**src/rtl/sdram_arbiter.sv**
```systemverilog
// Post-initialization SDRAM command scheduler: owns the auto-refresh timer, grants one sub-block at a time
// and muxes its command/address/bank onto the SDRAM bus. Define SDRAM_ARB_RR_EN for round-robin write/read.
module sdram_arbiter #(
    parameter int CLK_FREQ_MHz  = 50,
    parameter int REF_PERIOD_NS = 7800
) (
    input  logic        clk,
    input  logic        rst_n,
    input  logic        init_done,
    input  logic [3:0]  init_cmd,
    input  logic [12:0] init_addr,
    output logic        aref_en,
    input  logic        aref_end,
    input  logic [3:0]  aref_cmd,
    input  logic [12:0] aref_addr,
    input  logic        wr_req,
    output logic        wr_en,
    input  logic        wr_end,
    input  logic [3:0]  wr_cmd,
    input  logic [12:0] wr_addr,
    input  logic [1:0]  wr_ba,
    input  logic        rd_req,
    output logic        rd_en,
    input  logic        rd_end,
    input  logic [3:0]  rd_cmd,
    input  logic [12:0] rd_addr,
    input  logic [1:0]  rd_ba,
    output logic        ref_overrun,
    output logic [3:0]  sdram_cmd,
    output logic [12:0] sdram_addr,
    output logic [1:0]  sdram_ba
);

    localparam int REF_CYCLES = CLK_FREQ_MHz * REF_PERIOD_NS / 1000;
    localparam int CNT_W      = (REF_CYCLES > 1) ? $clog2(REF_CYCLES) : 1;
    localparam logic [CNT_W-1:0] REF_LAST  = CNT_W'(REF_CYCLES - 1);
    localparam logic [3:0]       CMD_NOP   = 4'b0111;
    localparam logic [12:0]      ADDR_IDLE = 13'h1FFF;

    typedef enum logic [2:0] {
        ST_INIT  = 3'd0,
        ST_ARB   = 3'd1,
        ST_AREF  = 3'd2,
        ST_WRITE = 3'd3,
        ST_READ  = 3'd4
    } state_t;

    state_t           state_reg;
    logic             aref_en_reg;
    logic             wr_en_reg;
    logic             rd_en_reg;
    logic [CNT_W-1:0] ref_cnt_reg;
    logic [CNT_W-1:0] ref_cnt_next;
    logic             ref_pending_reg;
    logic             ref_pending_next;
    logic             ref_overrun_reg;
    logic             ref_overrun_next;
    logic             ref_wrap;
    logic             ref_due;
    logic             aref_enter;
    logic             pick_wr;
    logic             pick_rd;
`ifdef SDRAM_ARB_RR_EN
    logic             last_grant_reg;   // 0 = write won last, 1 = read won last
`endif

    // A wrap in ARB counts as due immediately, so the refresh is granted on the cycle after the wrap.
    always_comb begin
        ref_wrap   = (state_reg != ST_INIT) && (ref_cnt_reg == REF_LAST);
        ref_due    = ref_pending_reg || ref_wrap;
        aref_enter = (state_reg == ST_ARB) && ref_due;

        ref_cnt_next = ref_cnt_reg + CNT_W'(1);
        if ((state_reg == ST_INIT) || ref_wrap) begin
            ref_cnt_next = '0;
        end

        ref_pending_next = ref_pending_reg;
        if (aref_enter) begin
            ref_pending_next = 1'b0;
        end else if (ref_wrap) begin
            ref_pending_next = 1'b1;
        end

        ref_overrun_next = ref_wrap && ref_pending_reg && !aref_enter;
    end

    always_comb begin
`ifdef SDRAM_ARB_RR_EN
        if (wr_req && rd_req) begin
            pick_wr = last_grant_reg;
            pick_rd = !last_grant_reg;
        end else begin
            pick_wr = wr_req;
            pick_rd = rd_req;
        end
`else
        pick_wr = wr_req;
        pick_rd = rd_req && !wr_req;
`endif
    end

    always_ff @(posedge clk or negedge rst_n) begin
        if (!rst_n) begin
            ref_cnt_reg     <= '0;
            ref_pending_reg <= 1'b0;
            ref_overrun_reg <= 1'b0;
        end else begin
            ref_cnt_reg     <= ref_cnt_next;
            ref_pending_reg <= ref_pending_next;
            ref_overrun_reg <= ref_overrun_next;
        end
    end

    always_ff @(posedge clk or negedge rst_n) begin
        if (!rst_n) begin
            state_reg   <= ST_INIT;
            aref_en_reg <= 1'b0;
            wr_en_reg   <= 1'b0;
            rd_en_reg   <= 1'b0;
`ifdef SDRAM_ARB_RR_EN
            last_grant_reg <= 1'b0;
`endif
        end else begin
            case (state_reg)
                ST_INIT: begin
                    if (init_done) begin
                        state_reg <= ST_ARB;
                    end
                end
                ST_ARB: begin
                    if (ref_due) begin
                        state_reg   <= ST_AREF;
                        aref_en_reg <= 1'b1;
                    end else if (pick_wr) begin
                        state_reg <= ST_WRITE;
                        wr_en_reg <= 1'b1;
`ifdef SDRAM_ARB_RR_EN
                        last_grant_reg <= 1'b0;
`endif
                    end else if (pick_rd) begin
                        state_reg <= ST_READ;
                        rd_en_reg <= 1'b1;
`ifdef SDRAM_ARB_RR_EN
                        last_grant_reg <= 1'b1;
`endif
                    end
                end
                ST_AREF: begin
                    if (aref_end) begin
                        state_reg   <= ST_ARB;
                        aref_en_reg <= 1'b0;
                    end
                end
                ST_WRITE: begin
                    if (wr_end) begin
                        state_reg <= ST_ARB;
                        wr_en_reg <= 1'b0;
                    end
                end
                ST_READ: begin
                    if (rd_end) begin
                        state_reg <= ST_ARB;
                        rd_en_reg <= 1'b0;
                    end
                end
                default: begin
                    state_reg   <= ST_INIT;
                    aref_en_reg <= 1'b0;
                    wr_en_reg   <= 1'b0;
                    rd_en_reg   <= 1'b0;
                end
            endcase
        end
    end

    always_comb begin
        sdram_cmd  = CMD_NOP;
        sdram_addr = ADDR_IDLE;
        sdram_ba   = 2'b00;
        case (state_reg)
            ST_INIT: begin
                sdram_cmd  = init_cmd;
                sdram_addr = init_addr;
            end
            ST_AREF: begin
                sdram_cmd  = aref_cmd;
                sdram_addr = aref_addr;
            end
            ST_WRITE: begin
                sdram_cmd  = wr_cmd;
                sdram_addr = wr_addr;
                sdram_ba   = wr_ba;
            end
            ST_READ: begin
                sdram_cmd  = rd_cmd;
                sdram_addr = rd_addr;
                sdram_ba   = rd_ba;
            end
            default: begin
                sdram_cmd  = CMD_NOP;
                sdram_addr = ADDR_IDLE;
                sdram_ba   = 2'b00;
            end
        endcase
    end

    assign aref_en     = aref_en_reg;
    assign wr_en       = wr_en_reg;
    assign rd_en       = rd_en_reg;
    assign ref_overrun = ref_overrun_reg;

    grant_onehot: assert property (@(posedge clk) disable iff (!rst_n)
        $onehot0({aref_en_reg, wr_en_reg, rd_en_reg}));

endmodule

```
**config.mk**
```make
export PLATFORM = sky130hd
export DESIGN_NAME = sdram_arbiter
export DESIGN_NICKNAME = d
export VERILOG_FILES = /design/src/rtl/sdram_arbiter.sv
export SDC_FILE = /design/constraint.sdc
export NUM_CORES = 1
export LEC_CHECK = 0
export CORE_UTILIZATION = 30
export DETAILED_ROUTE_END_ITERATION = 6
export PLACE_DENSITY = 0.73
export SLEW_MARGIN = 20
export SYNTH_ARGS = -nofsm -noshare
export SYNTH_HDL_FRONTEND = slang
export SYNTH_SLANG_ARGS = --single-unit
```
**constraint.sdc**
```tcl
create_clock -name clk -period 1.4 [get_ports clk]
set_input_delay 0.28 -clock clk [delete_from_list [all_inputs] [get_ports clk]]
set_output_delay 0.28 -clock clk [all_outputs]
set_load 0.02 [all_outputs]
```
==> reports/results.tsv <==
metric	value	unit
Max Clk Rate	0.582	GHz
clock-pin slew on the worst setup and hold paths	70	ps
CP max-delay cell	dfrtp_2	
worst endpoint data arrival time	1440	ps
final std cells w/o fill	358	
ANT nets after route	0	
post-layout net count	374	
Vias/cell	5.22	
power per standard cell area	1660	mW/mm2
Yosys cell types	44	
first-pass GRT wire length	9.04	mm
Tcrit/Tclk final	123	%
Setup Total Neg Slack	-7760	ps
port bufs	102	
Min Hold Slack	343	ps
met1 GRT Util	28.6	%
Synthesis Warnings	0	
failing checks	setup timing	
status	finished with violations	
slew margin rel.	76.3	%
Pre-Repair DR Iteration Count	4	
area taken by multi-input logic gates	0.00124	mm2
CTS Buffer Depth	2	
most frequent cells in the layout	clkdlybuf4s50_1, buf_4, mux2i_1	
RSZ-0062 raised after global routing	true	
via count	1867	
Clock Tree Root	clkbuf_8	
Slew Limit Fails	0	
Mapped Nets	244	
Critical Path Stages	4	
Hold Vio Cnt, Final	0	
I/O pin count	103	
post-synthesis cell count	162	
Initial Util	31.3	%
GR Util All Layers	22.7	%
final count of negative-setup-slack endpoints	35	
number of max-cap violations	0	
worst-path cell chain	nor2_4, buf_12, a32o_2, buf_6	
Die W	72.4	um
Fill cells	381	
most used routing layer	met2	
CTS Buf Count	3	
final WL	6.49	mm
H-tree levels	1	
pre-CTS WS	-594	ps
Clock Latency Late Sink	260	ps
initial antenna violation count	0	
main area contributors after synthesis	dfrtp_1, mux2i_1, a22oi_1	
FF/Latch Area	429	um2
top cell type's share of synthesized area	28.6	%
Setup WS post-layout	-317	ps
CP Data Required Time	1120	ps
Slew @ Worst Pin	355	ps
vias in the first global route	1740	
worst r2r path cells	4	
max FFs per register	9	
drc violations	0	
synthesized flop and latch total	17	
peak supply drop	0.000758	V
Crit Path Class	reg2out	
largest net degree at the start of global routing	18	
clk_skew	8.95	ps
met2 Resource Use GR	39.3	%
crit path max fanout	10	
Lkg Pwr	1.28	nW
Crit path max-delay family	flip-flops	
GRT Residual Overflow	0	
layout cell share with drive strength beyond 1	37.5	%
worst min path class	in2async	
CP Buf/Inv Count	2	
commonest non-fill, non-tap cell in the layout	clkdlybuf4s50_1	
routability cong.	0.803	
Yosys top cell by area	dfrtp_1	
Detail Placement HPWL	4.51	mm
GR Util met3	5.14	%
CP peak stage delay	480	ps
CTS tree	yes	
Clock Sink Count	17	
Setup crit start kind	register	
Post-Syn Area	0.00149	mm2
Die H	72.4	um
Core Area	0.00475	mm2
Critical Path End Type	output pin	
Tmin final	1720	ps
Synth Area per Inst	9.18	um2
ant diodes	0	
placed cell count	341	
area delta synth->final	117	%
site row count	25	
DR WL/cell	18.1	um
sequential area share after synthesis	28.6	%
iteration-0 DRC count of the detailed router	120	
die footprint	0.00524	mm2
power breakdown:
group	internal [mW]	switching, mW
Combinational	2.27	1.93
Clock	0.202	0.167
Sequential	0.627	0.173
Total	3.10	2.27
cell usage after synthesis:
| cell | number |
|---|---|
| nor2b_1 | 1 |
| buf_6 | 1 |
| nand4_1 | 1 |
| o22ai_1 | 1 |
| nor2_1 | 9 |
| nand2_1 | 5 |
| a311oi_1 | 1 |
| a21oi_1 | 9 |
| mux2i_1 | 33 |
| and4bb_2 | 1 |
| o21ai_2 | 1 |
| xor2_1 | 2 |
| clkbuf_1 | 2 |
| o32a_1 | 1 |
| nand4bb_1 | 2 |
| a221oi_1 | 1 |
| or3b_4 | 1 |
| inv_1 | 5 |
| nor4b_1 | 1 |
| dfrtp_1 | 17 |
| a22oi_1 | 16 |
| nand2b_1 | 3 |
| nand3b_1 | 1 |
| a2111o_1 | 1 |
| a32o_1 | 3 |
| and4bb_1 | 1 |
| a31oi_1 | 2 |
| xnor2_1 | 1 |
| or3_1 | 5 |
| o221ai_1 | 1 |
| o21ai_1 | 1 |
| and3_1 | 1 |
| o21ai_0 | 5 |
| a22o_1 | 1 |
| a2111oi_0 | 1 |
| nor3b_1 | 2 |
| a21boi_0 | 1 |
| a211o_1 | 1 |
| buf_2 | 10 |
| o2bb2ai_1 | 1 |
| a2bb2oi_1 | 1 |
| ha_1 | 2 |
| nand3_1 | 5 |
| nor3_1 | 1 |
cell type report:
class | count | area share (%)
clock buffers | 4 | 1.39
inverters | 5 | 0.581
multi-input cells | 128 | 38.4
flip-flops and latches | 17 | 13.3
well taps | 67 | 2.59
repair buffers | 137 | 43.8
what timing repair did:
item	4_1_cts	5_1_grt
buffers inserted	1	8
setup endpoints to repair	39	36
cloned	3	1
hold buffers	0	0
pin swaps	4	8
resized for setup	134	23
kinds of logic (layout without fill, tap and decap cells):
kind of cell	count (synthesis)	after routing	synth area share, %
AOI/OAI and AO/OA	49	50	23.6
xor gates and xnor gates	3	3	1.77
adders and majority gates	2	2	1.68
buffers and inverters	18	146	5.89
DFF	17	17	28.6
muxes	33	33	22.2
and+or+nand+nor	40	40	16.2
through the flow:
step	power (mW)	area, um2	utilization (%)
global route	5.64	3230	68.0
floorplan	2.82	1640	-
finish	5.37	3230	68.0
CTS	4.88	3060	64.3
global placement	4.03	2820	59.3
detailed placement	4.07	2820	59.3
routing by layer:
layer  routed length, um  up-vias
li1                    -      887
met1                2610      911
met2                3520       57
met3                 233       12
met4                 129        0
met5                   0        -
path summary, 6_finish.rpt:
kind                                          start                        to  slack (ps)
max                        state_reg[0]$_DFFE_PN0P_               sdram_ba[0]        -320
min                                           rst_n  ref_cnt_reg[5]$_DFF_PN0_         340
max reg2reg                state_reg[0]$_DFFE_PN0P_         rd_en$_DFFE_PN0P_        -260
min reg2reg                     aref_en$_DFFE_PN0P_       aref_en$_DFFE_PN0P_         510
max in group asynchronous                     rst_n  state_reg[0]$_DFFE_PN0P_         840
min in group clk                aref_en$_DFFE_PN0P_       aref_en$_DFFE_PN0P_         510
Note: power is estimated with default switching activity, not from simulation.
==> RTL edit: new RTL, same settings <==
Set the parameter `CLK_FREQ_MHz` to 25 (it was 50).
--- a/src/rtl/sdram_arbiter.sv
+++ b/src/rtl/sdram_arbiter.sv
@@ -2,5 +2,5 @@
 // and muxes its command/address/bank onto the SDRAM bus. Define SDRAM_ARB_RR_EN for round-robin write/read.
 module sdram_arbiter #(
-    parameter int CLK_FREQ_MHz  = 50,
+    parameter int CLK_FREQ_MHz  = 25,
     parameter int REF_PERIOD_NS = 7800
 ) (
Behaviour: no difference found for any inputs over 10 cycles, from zero or initial values and one cycle with rst_n low; that may be too few to reach the edited logic, so the function may still have changed.
==> RTL edit against the unedited design <==
The run still ends with negative setup slack left; sequential cell count decreased by 1; area after synthesis grew 0.93%; cell area fell by 5.5%; highest routed layer is now met5; core utilization decreased by 3.7 points; largest cell class unchanged; total power up 0.91%; routed wire length down 11%; combinational power increased by 2%; setup slack worse by 0.17 ns; via count fell by 3.9%.
==> RTL edit: results (changes against the unedited design) <==
yosys-top-cells-area: "dfrtp_1 27%, mux2i_1 8.7%, a2bb2oi_1 6.4%"
status: "finished with violations"
synth.distinct_cells: 47  # +6.8%
postCtsSetupRepairBufs: 4  # +3
antenna_found_initial: 1  # +1
violations: "negative setup slack"
drive_gt1_share_pct: 38.2  # +0.71 points
p_leak_nw: 1.27  # -0.85%
grt_max_degree: 21  # +3
ir_worst_vdd_uv: 1130  # +49%
worst_slew_pin_slew_ns: 0.402  # +0.0472 ns
fin_ws_ns: -0.492  # -0.175 ns
detail_route.wirelength.met1_microns: 2440  # -6.5%
gp_congestion: 0.836  # +4.1%
largest_reg_flops: 8  # -1
rr_endpoint: "state_reg[2]"
muxShareOfSynthArea_pct: 12.4  # -9.8 points
synthTopCellsByCount: "16 x dfrtp_1, 13 x mux2i_1, 11 x a2bb2oi_1, 11 x o22a_1, 9 x nor2_1"
cellPowerDensity_nw_per_um2: 1770  # +6.7%
setup_tns_ns: -8.35  # -0.585 ns
via_per_inst: 5.13  # -1.7%
syn-num-nets: 239  # -2.0%
wl_met3_microns: 459  # +97%
setup_viol: 19  # -46%
p_clk_share_pct: 7.6  # +0.7 points
dp_hpwl_microns: 4360  # -3.2%
synth_xor_area_share_pct: 1.75  # -0.016 points
[RTL edit: cell count changes in the layout (fill, tap and decap cells not counted), sizes merged, moves of 2 or more]
cell and change:
mux2i -20, a22oi -16, a2bb2oi +16, o22a +11, a21oi -6, mux2 +5
o22ai +4, a31oi -2, and4bb -2, nand2b -2, nand4bb -2, o211ai +2
or3 -2
[RTL edit: through the flow]
step           std cells  hold slack, ns  utilization [%]  cell area, sq um
4_1_cts              350           0.347             63.2              3000
6_report             350           0.345             64.3              3060
3_3_place_gp         342           0.491             58.9              2800
2_1_floorplan        157         -0.0156                -              1580
3_5_place_dp         342           0.483             58.9              2800
5_1_grt              350           0.392             64.3              3060
[RTL edit: cell type report]
type	count	area, sq um	share of cell area (%)
timing repair buffer	136	1340	43.9
clock buffer	4	55.1	1.80
multi-input combinational	122	1150	37.8
tap	67	83.8	2.74
inverter	5	18.8	0.614
sequential	16	404	13.2
